--- src/rtl/oam_dma_arbiter_pkg.sv ---
// Shared bus operation encoding for the CPU/MMU port.
package oam_dma_arbiter_pkg;

    typedef enum logic [1:0] {
        BUS_IDLE  = 2'd0,
        BUS_READ  = 2'd1,
        BUS_WRITE = 2'd2
    } bus_op_t;

endpackage

--- src/rtl/oam_dma_arbiter_if.sv ---
// Byte-wide memory bus: requester is master, responder is slave.
interface oam_dma_arbiter_if;
    import oam_dma_arbiter_pkg::*;

    bus_op_t     bus_op;
    logic [15:0] addr;
    logic [7:0]  wdata;
    logic [7:0]  rdata;

    modport master (output bus_op, output addr, output wdata, input rdata);
    modport slave  (input bus_op, input addr, input wdata, output rdata);

endinterface

--- src/rtl/oam_dma_arbiter.sv ---
// Shares the single MMU port between the CPU and the OAM DMA engine.
module oam_dma_arbiter
    import oam_dma_arbiter_pkg::*;
#(
    parameter logic [15:0] DMA_REG_ADDR = 16'hFF46,
    parameter logic [15:0] OAM_BASE     = 16'hFE00,
    parameter int unsigned DMA_LEN      = 160,
    parameter logic [15:0] HRAM_LO      = 16'hFF80,
    parameter logic [15:0] HRAM_HI      = 16'hFFFE
) (
    input  logic                    clk,
    input  logic                    reset,
    oam_dma_arbiter_if.slave        cpu,
    oam_dma_arbiter_if.master       mmu,
    output logic                    dma_active
);

    localparam int unsigned IDX_W = 8;

    typedef enum logic [1:0] {
        ST_IDLE = 2'd0,
        ST_RD   = 2'd1,
        ST_WR   = 2'd2
    } state_t;

    typedef enum logic [1:0] {
        RSEL_PASS = 2'd0,
        RSEL_REG  = 2'd1,
        RSEL_BLK  = 2'd2
    } rsel_t;

    state_t             state_q, state_d;
    rsel_t              rsel_q, rsel_d;
    logic [7:0]         src_q, src_d;
    logic [IDX_W-1:0]   idx_q, idx_d;
    logic               first_wr_q, first_wr_d;
    logic [7:0]         dma_buf_q, dma_buf_d;

    logic               hram_hit;
    logic               reg_hit;
    logic               reg_wr;
    logic               blocked;
    logic [7:0]         src_eff;
    logic [7:0]         wr_data;

    // CPU access classification and DMA datapath helpers
    assign dma_active = (state_q != ST_IDLE);
    assign hram_hit   = (cpu.bus_op != BUS_IDLE) && (cpu.addr >= HRAM_LO) && (cpu.addr <= HRAM_HI);
    assign reg_hit    = (cpu.addr == DMA_REG_ADDR);
    assign reg_wr     = (cpu.bus_op == BUS_WRITE) && reg_hit;
    assign blocked    = dma_active && !hram_hit && !reg_hit;
    // Echo RAM (E000-FDFF) mirrors C000-DDFF
    assign src_eff    = (src_q >= 8'hE0) ? 8'(src_q - 8'h20) : src_q;
    // Byte read in RD arrives on mmu.rdata only in the first WR cycle
    assign wr_data    = first_wr_q ? mmu.rdata : dma_buf_q;

    // Next-state, port ownership and MMU drive
    always_comb begin
        state_d    = state_q;
        rsel_d     = rsel_q;
        src_d      = src_q;
        idx_d      = idx_q;
        first_wr_d = first_wr_q;
        dma_buf_d  = dma_buf_q;
        mmu.bus_op = BUS_IDLE;
        mmu.addr   = 16'h0000;
        mmu.wdata  = 8'h00;

        unique case (state_q)
            ST_IDLE: begin
                if (!reg_hit) begin
                    mmu.bus_op = cpu.bus_op;
                    mmu.addr   = cpu.addr;
                    mmu.wdata  = cpu.wdata;
                end
            end
            ST_RD: begin
                if (hram_hit) begin
                    mmu.bus_op = cpu.bus_op;
                    mmu.addr   = cpu.addr;
                    mmu.wdata  = cpu.wdata;
                end else begin
                    mmu.bus_op = BUS_READ;
                    mmu.addr   = {src_eff, idx_q};
                    state_d    = ST_WR;
                    first_wr_d = 1'b1;
                end
            end
            ST_WR: begin
                if (first_wr_q) begin
                    dma_buf_d  = mmu.rdata;
                    first_wr_d = 1'b0;
                end
                if (hram_hit) begin
                    mmu.bus_op = cpu.bus_op;
                    mmu.addr   = cpu.addr;
                    mmu.wdata  = cpu.wdata;
                end else begin
                    mmu.bus_op = BUS_WRITE;
                    mmu.addr   = 16'(OAM_BASE + {8'h00, idx_q});
                    mmu.wdata  = wr_data;
                    if (idx_q == IDX_W'(DMA_LEN - 1)) begin
                        state_d = ST_IDLE;
                    end else begin
                        idx_d   = idx_q + IDX_W'(1);
                        state_d = ST_RD;
                    end
                end
            end
            default: state_d = ST_IDLE;
        endcase

        // Register write starts (or restarts) a transfer and never reaches the MMU
        if (reg_wr) begin
            src_d      = cpu.wdata;
            idx_d      = '0;
            state_d    = ST_RD;
            mmu.bus_op = BUS_IDLE;
            mmu.addr   = 16'h0000;
            mmu.wdata  = 8'h00;
        end

        if (cpu.bus_op == BUS_READ) begin
            if (reg_hit)      rsel_d = RSEL_REG;
            else if (blocked) rsel_d = RSEL_BLK;
            else              rsel_d = RSEL_PASS;
        end
    end

    // CPU read return mux, one cycle after the request
    always_comb begin
        cpu.rdata = mmu.rdata;
        unique case (rsel_q)
            RSEL_REG: cpu.rdata = src_q;
            RSEL_BLK: cpu.rdata = 8'hFF;
            default:  cpu.rdata = mmu.rdata;
        endcase
    end

    // State registers
    always_ff @(posedge clk or negedge reset) begin
        if (!reset) begin
            state_q    <= ST_IDLE;
            rsel_q     <= RSEL_PASS;
            src_q      <= 8'h00;
            idx_q      <= '0;
            first_wr_q <= 1'b0;
            dma_buf_q  <= 8'h00;
        end else begin
            state_q    <= state_d;
            rsel_q     <= rsel_d;
            src_q      <= src_d;
            idx_q      <= idx_d;
            first_wr_q <= first_wr_d;
            dma_buf_q  <= dma_buf_d;
        end
    end

endmodule

--- src/flat_wrapper.sv ---
// flat-port wrapper written by rule: the top's interface ports become plain ports
module oam_dma_arbiter_flat import oam_dma_arbiter_pkg::*;
#(
    parameter logic [15:0] DMA_REG_ADDR = 16'hFF46,
    parameter logic [15:0] OAM_BASE     = 16'hFE00,
    parameter int unsigned DMA_LEN      = 160,
    parameter logic [15:0] HRAM_LO      = 16'hFF80,
    parameter logic [15:0] HRAM_HI      = 16'hFFFE
)
  (clk, reset, dma_active, cpu_bus_op, cpu_addr, cpu_wdata, cpu_rdata, mmu_bus_op, mmu_addr, mmu_wdata, mmu_rdata);
  oam_dma_arbiter_if cpu_i ();
  oam_dma_arbiter_if mmu_i ();
  input  logic clk;
  input  logic reset;
  output logic dma_active;
  input wire logic [$bits(cpu_i.bus_op)-1:0] cpu_bus_op;
  input wire logic [$bits(cpu_i.addr)-1:0] cpu_addr;
  input wire logic [$bits(cpu_i.wdata)-1:0] cpu_wdata;
  output wire logic [$bits(cpu_i.rdata)-1:0] cpu_rdata;
  output wire logic [$bits(mmu_i.bus_op)-1:0] mmu_bus_op;
  output wire logic [$bits(mmu_i.addr)-1:0] mmu_addr;
  output wire logic [$bits(mmu_i.wdata)-1:0] mmu_wdata;
  input wire logic [$bits(mmu_i.rdata)-1:0] mmu_rdata;
  assign cpu_i.bus_op = cpu_bus_op;
  assign cpu_i.addr = cpu_addr;
  assign cpu_i.wdata = cpu_wdata;
  assign cpu_rdata = cpu_i.rdata;
  assign mmu_bus_op = mmu_i.bus_op;
  assign mmu_addr = mmu_i.addr;
  assign mmu_wdata = mmu_i.wdata;
  assign mmu_i.rdata = mmu_rdata;
  oam_dma_arbiter #(.DMA_REG_ADDR(DMA_REG_ADDR), .OAM_BASE(OAM_BASE), .DMA_LEN(DMA_LEN), .HRAM_LO(HRAM_LO), .HRAM_HI(HRAM_HI)) u_core (.clk(clk), .reset(reset), .cpu(cpu_i), .mmu(mmu_i), .dma_active(dma_active));
endmodule
--- config.mk ---
export PLATFORM = sky130hd
export DESIGN_NAME = oam_dma_arbiter_flat
export DESIGN_NICKNAME = d
export VERILOG_FILES = /design/src/rtl/oam_dma_arbiter_pkg.sv /design/src/rtl/oam_dma_arbiter_if.sv /design/src/rtl/oam_dma_arbiter.sv /design/src/flat_wrapper.sv
export SDC_FILE = /design/constraint.sdc
export NUM_CORES = 1
export LEC_CHECK = 0
export ABC_CLOCK_PERIOD_IN_PS = 3000
export CAP_MARGIN = 10
export CELL_PAD_IN_SITES_DETAIL_PLACEMENT = 1
export CELL_PAD_IN_SITES_GLOBAL_PLACEMENT = 2
export CORE_ASPECT_RATIO = 1.2
export CORE_MARGIN = 2
export CORE_UTILIZATION = 23
export CTS_CLUSTER_SIZE = 10
export DETAILED_ROUTE_END_ITERATION = 6
export PLACE_DENSITY = 0.73
export SYNTH_ARGS = -nofsm -noshare
export SYNTH_HDL_FRONTEND = slang
export SYNTH_SLANG_ARGS = --single-unit
--- constraint.sdc ---
create_clock -name clk -period 3 [get_ports clk]
set_clock_uncertainty 0.2 [all_clocks]
set_input_delay 0.6 -clock clk [delete_from_list [all_inputs] [get_ports clk]]
set_output_delay 0.6 -clock clk [all_outputs]
set_load 0.005 [all_outputs]
==> results of run 1 <==
[final timing paths]
path                       slack, ps                              end                             from  cells after the start
setup / recovery                -430                      mmu_addr[6]                      cpu_addr[7]                      9
hold / removal                   310  u_core.dma_buf_q[0]$_DFFE_PN0P_  u_core.dma_buf_q[0]$_DFFE_PN0P_                      1
setup reg to reg                 890      u_core.idx_q[2]$_DFFE_PN0P_      u_core.idx_q[0]$_DFFE_PN0P_                      6
hold reg to reg                  310  u_core.dma_buf_q[0]$_DFFE_PN0P_  u_core.dma_buf_q[0]$_DFFE_PN0P_                      1
max in group asynchronous       1800      u_core.idx_q[6]$_DFFE_PN0P_                            reset                      2
min in group asynchronous        510  u_core.dma_buf_q[7]$_DFFE_PN0P_                            reset                      2
[state kept, by name (all words and copies together) (netlist names)]
register           count
u_core.state_q         2
u_core.src_q           8
u_core.dma_buf_q       8
u_core.idx_q           8
u_core.rsel_q          2
u_core.first_wr_q      1
[through the flow]
step	hold WS, ps	setup slack (ps)	area (µm²)	std cells	power (W)
after global routing	329	-483	3560	493	0.00223
after CTS	308	-418	3520	490	0.00208
after floorplan	104	-99.8	2120	250	0.00110
after global placement	286	-1060	3200	467	0.00166
final	307	-433	3560	493	0.00209
after detailed placement	293	-1080	3200	467	0.00168
[cells by family (layout without fill, tap and decap cells)]
kind of cell | Yosys count | after routing
buffers and inverters | 24 | 146
XOR/XNOR | 4 | 4
adder cells (fa/ha/maj) | 4 | 4
AND/OR/NAND/NOR | 91 | 92
flip-flops | 29 | 29
multiplexers | 16 | 16
AO/OA/AOI/OAI | 82 | 82
[final cells by class]
class                   count  area, µm²
multi-input cells         198       1500
flip-flops and latches     29        726
clock inverters             1       30.0
inverters                   8       30.0
well taps                 120        150
repair buffers            130       1040
fillers                  1096       5380
clock buffers               7       86.3
[timing repair]
| action | in CTS | in global routing |
|---|---|---|
| gates cloned | 1 | 0 |
| pin swaps | 24 | 10 |
| buffers inserted | 14 | 4 |
| gates resized for setup | 192 | 17 |
| setup endpoints to repair | 26 | 28 |
[cell usage in the layout, fill, tap and decap left out, types with 10 or more instances in the layout]
| cell type | synthesis | layout |
|---|---|---|
| clkdlybuf4s50_1 | 0 | 28 |
| o21ai_0 | 17 | 17 |
| nor2_1 | 10 | 10 |
| a21oi_1 | 23 | 14 |
| buf_2 | 2 | 29 |
| dfrtp_1 | 29 | 29 |
| nand2_1 | 42 | 40 |
| buf_4 | 0 | 47 |
| buf_6 | 2 | 14 |
[power by group]
group	internal [W]	switching, W	leakage (nW)
combinational	0.000546	0.000493	1.18
sequential	0.000489	0.000125	0.344
clock	0.000271	0.000161	0.0585
total	0.00131	0.000780	1.58
[critical path: cells and delay by family]
kind / cells / cell delay [ps]
and+or+nand+nor: 2 / 1080
buffers and inverters: 4 / 510
AOI/OAI and AO/OA: 3 / 430
[routing by layer]
| layer | wire, µm | share of wire, % | GRT usage, % |
|---|---|---|---|
| met1 | 3490 | 40 | 20.8 |
| met3 | 208 | 2.4 | 2.65 |
| met5 | 0 | 0 | 0 |
| met2 | 4920 | 56 | 36.1 |
| met4 | 93 | 1.1 | 3.68 |
==> flow_metrics.tcl, run 1 <==
set metrics [dict create \
    status "finished, violations left" \
    violations "negative setup slack" \
    p_leak_nw 1.58 \
    synth_xor_area_share_pct 1.68 \
    syn_inst 250 \
    cts_tree "built" \
    yosysTopAreaCell "dfrtp_1" \
    tightest_slew_ps 601 \
    critPathLaunchType "input pin" \
    crit_required_ps 2200 \
    synth.most_common_cell "nand2_1" \
    synthSimpleGateAreaFrac_pct 20.9 \
    clock-root-buffer "clkbuf_8" \
    cpPeakStageDelay_ps 560 \
    hold_violations 0 \
    crit_type "input pin to primary output" \
    synth_compound_area_share_pct 26.8 \
    fp.dieW_um 90.8 \
    yosys_warnings 0 \
    hpwl_um 6330 \
    syn_nets 290 \
    synth_top_area_share_pct 34.9 \
    period_needed_ps 3430 \
    endpoint_kind "primary output" \
    slew_viol_final 0 \
    max_clock_freq_ghz 0.291 \
    ant_nets 0 \
    synth_top_family_by_area "compound AO/OA/AOI/OAI gates" \
    netlist_area_um2 2080 \
    setup_ws_ps -433 \
    grt_usage_pct 18.3 \
    post-route-period-util_pct 114 \
    drt_iter0_drc 98 \
    cap_viol_max_count 0 \
    io_pins 71 \
    drc_errors 0 \
    num_rows 38 \
    synth.distinct_cells 47 \
    vias 2453 \
    crit_chain "buf_6 -> or4_4 -> or4_4 -> buf_6 -> o21ai_4 -> a21oi_4 -> buf_6 -> a22o_1 -> buf_2" \
    rsz0062_at_grt "true" \
    tns_ps -9090 \
    critPathMostFrequentCell "buf_6" \
    seq_area_frac_synth_pct 34.9 \
    cts_buffer_depth 2 \
    synth_adder_area_share_pct 2.41 \
    clk_latency_ps 280 \
    path_max_fanout 7 \
    wirelength_um 8720 \
    die-area_um2 9830 \
    synth-async-reset-ratio_pct 100 \
    setup_viol 26 \
    die_h_um 108 \
    grt_first_pass_wirelength_um 14100 \
    drive_above_1_share_pct 41.6 \
    min_path_type "flip-flop to flip-flop" \
    first_global_vias 2668 \
    finalNetCount 412 \
    peakVddDrop_v 0.000206 \
    synth_commonest_cells "nand2_1 (42), dfrtp_1 (29), a21oi_1 (23)" \
    cts-hold-fix-buffers 0 \
    synth_edf_count 0 \
    antenna_found_initial 0 \
    n_antenna_cell 0 \
    slew_headroom_pct 59.9 \
    p_per_area_nw_per_um2 586 \
    ys.flop_type "dfrtp_1" \
    clk_pin_slew_ps 60 \
    avgSynthCellArea_um2 8.32 \
    grt_max_degree 30 \
    gp_congestion 0.793 \
    overflow 0 \
    initial_core_util_pct 23.3 \
    clock-sinks 29 \
    worst_path_max_delay_cell "or4_4" \
    synthToLayoutAreaGrowth_pct 71.0 \
    critPathArrivalTime_ps 2630 \
    core_area_um2 8940 \
    cts.htree.levels 2 \
    first_pass_iters 4 \
    io_buffers 70 \
    final_core_util_pct 39.8 \
    synth_seq_cells 29 \
    wl_per_cell_um 17.7 \
    ys_top_cells_by_area "dfrtp_1 (35%), nand2_1 (7.6%), a21oi_1 (5.5%), mux2_2 (4.3%), o21ai_0 (4.1%)" \
    tritoncts.num_buffers 5 \
    synth_mux_area_share_pct 8.18 \
    viasPerCell 4.98 \
]
Power figures use the tool's default switching activity.
==> inputs of run 2 (changes only) <==
--- a/config.mk
+++ b/config.mk
@@ -12,9 +12,9 @@
 export CORE_ASPECT_RATIO = 1.2
 export CORE_MARGIN = 2
 export CORE_UTILIZATION = 23
-export CTS_CLUSTER_SIZE = 10
 export DETAILED_ROUTE_END_ITERATION = 6
-export PLACE_DENSITY = 0.73
+export PLACE_DENSITY = 0.84
+export SLEW_MARGIN = 10
 export SYNTH_ARGS = -nofsm -noshare
 export SYNTH_HDL_FRONTEND = slang
 export SYNTH_SLANG_ARGS = --single-unit
==> run 2 against run 1 <==
Net effect: the run still ends with negative setup slack left; wire length did not move; largest cell class unchanged; sequential share of layout area rose by 0.30 points; design area fell by 1.4%; highest routed layer unchanged; sequential power rose by 2%.
==> flow_metrics.tcl, run 2 (same netlist as run 1, synthesis figures left out) <==
set metrics [dict create \
    status "finished, violations left" \
    violations "negative setup slack" \
    antenna_found_initial 0 \
    placedCellCount 471 \
    post-route-period-util_pct 110 \
    die-area_um2 9830 \
    num_rows 38 \
    slew_headroom_pct 59.7 \
    ant_nets 0 \
    r2r_start "u_core.idx_q[0]$_DFFE_PN0P_" \
    vias 2435 \
    first_pass_iters 4 \
    fp.dieW_um 90.8 \
    gp_congestion 0.855 \
    cts-hold-fix-buffers 0 \
    cts.htree.levels 2 \
    tritoncts.num_buffers 5 \
    crit_required_ps 2200 \
    p_total_w 0.00196 \
    worstHoldEndpoint "u_core.dma_buf_q[4]$_DFFE_PN0P_" \
    drive_above_1_share_pct 39.6 \
    p_per_area_nw_per_um2 559 \
    n_antenna_cell 0 \
    endpoint_kind "primary output" \
    seq_area_um2 726 \
    first_global_vias 2690 \
    io_buffers 70 \
    hold_start "u_core.dma_buf_q[4]$_DFFE_PN0P_" \
    max_clock_freq_ghz 0.303 \
    critPathMostFrequentCell "buf_6" \
    post_dp_cell_area_um2 3230 \
    clk_latency_ps 290 \
    setup_viol 26 \
    crit_chain "buf_6 -> or4_1 -> or4_4 -> buf_6 -> o21ai_4 -> a21oi_4 -> buf_6 -> a22o_1 -> buf_2" \
    finalInstanceArea_um2 3510 \
    cts_tree "built" \
    hpwl_um 6390 \
    core_area_um2 8940 \
    clk_pin_slew_ps 70 \
    r2r_cells 6 \
    comb_power_share_pct 51.3 \
    worst_path_max_delay_cell "or4_1" \
    path_max_fanout 7 \
    whs_path_depth 1 \
    overflow 0 \
    crit_type "input pin to primary output" \
    clock-sinks 29 \
    setup_ws_ps -297 \
    min_path_type "flip-flop to flip-flop" \
    switchingPower_w 0.000782 \
    slew_viol_final 0 \
    pwr-share-seq_pct 32.0 \
    drc_errors 0 \
    p_leak_nw 1.57 \
    hold_violations 0 \
    swShare_pct 39.9 \
    grt_max_degree 30 \
    grt_usage_pct 18.2 \
    intPower_w 0.00118 \
    rrSetupSlack_ps 860 \
    critPathLaunchType "input pin" \
    critPathArrivalTime_ps 2500 \
    multi_input_area_um2 1450 \
    initial_core_util_pct 23.3 \
    synthToLayoutAreaGrowth_pct 68.6 \
    period_needed_ps 3300 \
    cap_viol_max_count 0 \
    cts_buffer_depth 2 \
    die_h_um 108 \
    mostFrequentLayoutCell "buf_4" \
    reg_top3 "u_core.dma_buf_q x8, u_core.idx_q x8, u_core.src_q x8" \
    instances_no_fill 491 \
    mostFrequentLayoutCells "buf_4 (45), nand2_1 (41), dfrtp_1 (29)" \
    clock_power_share_pct 16.7 \
    rr_endpoint "u_core.idx_q[2]$_DFFE_PN0P_" \
    tightest_slew_ps 605 \
    io_pins 71 \
    rsz0062_at_grt "true" \
    drt_iter0_drc 95 \
    grt_first_pass_wirelength_um 14100 \
    wirelength_um 8720 \
    cpPeakStageDelay_ps 520 \
    wl_per_cell_um 17.8 \
    finalNetCount 410 \
    viasPerCell 4.96 \
    clock-root-buffer "clkbuf_8" \
    peakVddDrop_v 0.000185 \
    final.fill_count 1096 \
]
run 2: changes by cell type in the layout (fill, tap and decap cells not counted), sizes merged:
cell           change
bufinv             -1
dlygate4sd2        +4
clkinvlp           +1
and2               -1
clkdlybuf4s15      +4
buf                -3
clkbuf             -8
clkinv             +2
run 2: routing by layer:
layer  wire length [µm]  global-route usage (%)  vias to the layer above  part of all wire, %
met4                133                    4.65                        0                  1.5
met3                301                    3.07                       13                  3.5
met1               3530                    20.8                     1212                   41
met5                  0                       0                        -                    0
li1                   -                       -                     1157                    -
met2               4750                    35.1                       53                   54
run 2: power by group through the flow:
| stage | Sequential (W) | Clock (W) | Combinational [W] |
|---|---|---|---|
| 2_1_floorplan | 0.000566 | 0 | 0.000533 |
| 3_3_place_gp | 0.000621 | 0 | 0.00103 |
| 3_5_place_dp | 0.000627 | 0 | 0.00105 |
| 4_1_cts | 0.000623 | 0.000339 | 0.00100 |
| 5_1_grt | 0.000642 | 0.000356 | 0.00110 |
| 6_report | 0.000627 | 0.000327 | 0.00101 |
run 2: area by class of cell:
cell class,count,area share (%)
Multi-Input combinational cell,197,41.5
Timing Repair Buffer,129,30.3
Sequential cell,29,20.7
Tap cell,120,4.28
Clock buffer,5,1.96
Inverter,8,0.856
Clock inverter,3,0.499
run 2: worst max-delay path: cells and delay by family:
kind,cells,cell delay (ps)
AO/OA/AOI/OAI,3,400
buffers and inverters,4,510
AND/OR/NAND/NOR,2,980
run 2: timing repair:
item	in CTS	in global routing
pin swaps	20	6
setup buffers	13	1
endpoints found under the setup margin	26	29
resized for setup	186	9
run 2: how the worst max path moves through the flow:
stage                      startpoint           end  depth (start not counted)
final                     cpu_addr[7]   mmu_addr[5]                          9
after global routing      cpu_addr[7]   mmu_addr[0]                          9
after CTS                 cpu_addr[3]   mmu_addr[5]                          9
after detailed placement  cpu_addr[4]  mmu_addr[11]                          7
after global placement    cpu_addr[3]  mmu_addr[10]                          7
after floorplan           cpu_addr[3]   mmu_addr[5]                          7
run 2: stage by stage:
step	hold WS (ps)	TNS [ps]	util (%)	setup slack (ps)
after CTS	311	-7630	38.8	-393
after detailed placement	295	-25320	36.2	-1010
after global placement	286	-24820	36.2	-999
after global routing	324	-7040	39.2	-342
final	306	-5890	39.2	-297
after floorplan	104	-350	-	-99.8
==> inputs of run 3 (changes only) <==
--- a/config.mk
+++ b/config.mk
@@ -10,7 +10,7 @@
 export CELL_PAD_IN_SITES_DETAIL_PLACEMENT = 1
 export CELL_PAD_IN_SITES_GLOBAL_PLACEMENT = 2
 export CORE_ASPECT_RATIO = 1.2
-export CORE_MARGIN = 2
+export CORE_MARGIN = 1
 export CORE_UTILIZATION = 23
 export DETAILED_ROUTE_END_ITERATION = 6
 export PLACE_DENSITY = 0.84
==> run 3 against run 2 <==
Net effect: the flow still finishes with violations (negative setup slack); fmax shrank 0.88%; register-to-register slack lost 60 ps; largest cell class unchanged; wire length grew 8.5%.
==> flow_metrics.tcl, run 3 (same netlist as run 1, synthesis figures left out) <==
set metrics [dict create \
    holdWs_ps 317 \
    clk_latency_ps 290 \
    p_leak_nw 1.62 \
    r2r_cells 5 \
    violations "negative setup slack" \
    first_pass_iters 4 \
    post_dp_cell_area_um2 3180 \
    peakVddDrop_v 0.000176 \
    n_antenna_cell 0 \
    io_buffers 70 \
    mostFrequentLayoutCell "buf_4" \
    grt_first_pass_wirelength_um 14300 \
    worst_path_max_delay_cell "or4_4" \
    gp_congestion 0.840 \
    status "finished, violations left" \
    hpwl_um 6280 \
    setup_ws_ps -326 \
    die-area_um2 9430 \
    wl_per_cell_um 19.1 \
    tritoncts.num_buffers 5 \
    wirelength_um 9450 \
    setup_viol 26 \
    crit_chain "buf_6 -> or4_4 -> or4_4 -> o21ai_4 -> a21oi_4 -> buf_6 -> a22o_1 -> buf_2" \
    cpPeakStageDelay_ps 510 \
    max_clock_freq_ghz 0.301 \
    hold_violations 0 \
    whs_path_depth 1 \
    cts.htree.levels 2 \
    slew_headroom_pct 55.8 \
    fp.dieW_um 88.8 \
    grt_max_degree 30 \
    core_area_um2 8660 \
    cts_tree "built" \
    reg_top3 "u_core.dma_buf_q x8, u_core.idx_q x8, u_core.src_q x8" \
    clock-sinks 29 \
    multi_input_area_um2 1500 \
    drc_errors 0 \
    die_h_um 106 \
    finalNetCount 418 \
    viasPerCell 5.04 \
    p_total_w 0.00205 \
    num_rows 37 \
    synthToLayoutAreaGrowth_pct 73.9 \
    overflow 0 \
    cts_buffer_depth 2 \
    antenna_found_initial 0 \
    grt_usage_pct 20.1 \
    ant_nets 0 \
    crit_required_ps 2200 \
    slew_viol_final 0 \
    post-route-period-util_pct 111 \
    p_per_area_nw_per_um2 566 \
    path_max_fanout 6 \
    final.fill_count 1003 \
    min_path_type "flip-flop to flip-flop" \
    finalInstanceArea_um2 3620 \
    clock-root-buffer "clkbuf_8" \
    endpoint_kind "primary output" \
    critPathLaunchType "input pin" \
    drive_above_1_share_pct 41.4 \
    rsz0062_at_grt "true" \
    tightest_slew_ps 663 \
    drt_iter0_drc 112 \
    io_pins 71 \
    clk_pin_slew_ps 70 \
    cap_viol_max_count 0 \
    crit_type "input pin to primary output" \
    critPathArrivalTime_ps 2530 \
    tns_ps -6680 \
    period_needed_ps 3330 \
    vias 2502 \
    mostFrequentLayoutCells "buf_4 (45), nand2_1 (39), dfrtp_1 (29)" \
    seq_area_um2 726 \
    first_global_vias 2754 \
    pre_cts_ws_ps -1070 \
    initial_core_util_pct 24.0 \
]
## run 3: area by class of cell
class / instances / area share, %
multi-input combinational: 198 / 41.5
timing repair buffer: 136 / 31.3
sequential: 29 / 20.1
tap: 117 / 4.05
clock buffer: 6 / 2.01
inverter: 8 / 0.830
clock inverter: 2 / 0.277
## run 3: where the power goes
group	switching, W	internal (W)
combinational	0.000513	0.000573
clock	0.000173	0.000161
sequential	0.000137	0.000489
total	0.000824	0.00122
## run 3: final timing paths
| kind | startpoint | end | slack [ps] |
|---|---|---|---|
| hold / removal | u_core.dma_buf_q[1]$_DFFE_PN0P_ | u_core.dma_buf_q[1]$_DFFE_PN0P_ | 320 |
| min in group asynchronous | reset | u_core.dma_buf_q[5]$_DFFE_PN0P_ | 500 |
| hold reg to reg | u_core.dma_buf_q[1]$_DFFE_PN0P_ | u_core.dma_buf_q[1]$_DFFE_PN0P_ | 320 |
| setup reg to reg | u_core.state_q[0]$_DFFE_PN0P_ | u_core.dma_buf_q[2]$_DFFE_PN0P_ | 800 |
| setup / recovery | cpu_addr[7] | mmu_addr[2] | -330 |
| max in group asynchronous | reset | u_core.idx_q[1]$_DFFE_PN0P_ | 1790 |
## run 3: routing by layer
| layer | up-vias | share of wire [%] | global-route usage, % |
|---|---|---|---|
| met2 | 53 | 54 | 35.2 |
| met5 | - | 0 | 0 |
| met3 | 15 | 2.6 | 2.80 |
| met1 | 1251 | 41 | 24.3 |
| met4 | 0 | 2.4 | 8.29 |
| li1 | 1183 | - | - |
## run 3: what timing repair did
item	in CTS	in global routing
gates cloned	1	0
hold endpoints to repair	0	0
endpoints found under the setup margin	26	28
gates resized for setup	169	43
pin swaps	18	16
hold buffers	0	0
setup buffers	17	12
## run 3: critical path, delay by kind of cell
kind,cells,cell delay [ps]
compound gates,3,570
buf+inv,3,350
simple gates,2,1000
## run 3: stage by stage
step | std cells | utilization (%)
after CTS | 487 | 39.5
final | 496 | 41.8
after global placement | 461 | 36.7
after global routing | 496 | 41.8
after detailed placement | 461 | 36.7
after floorplan | 250 | -
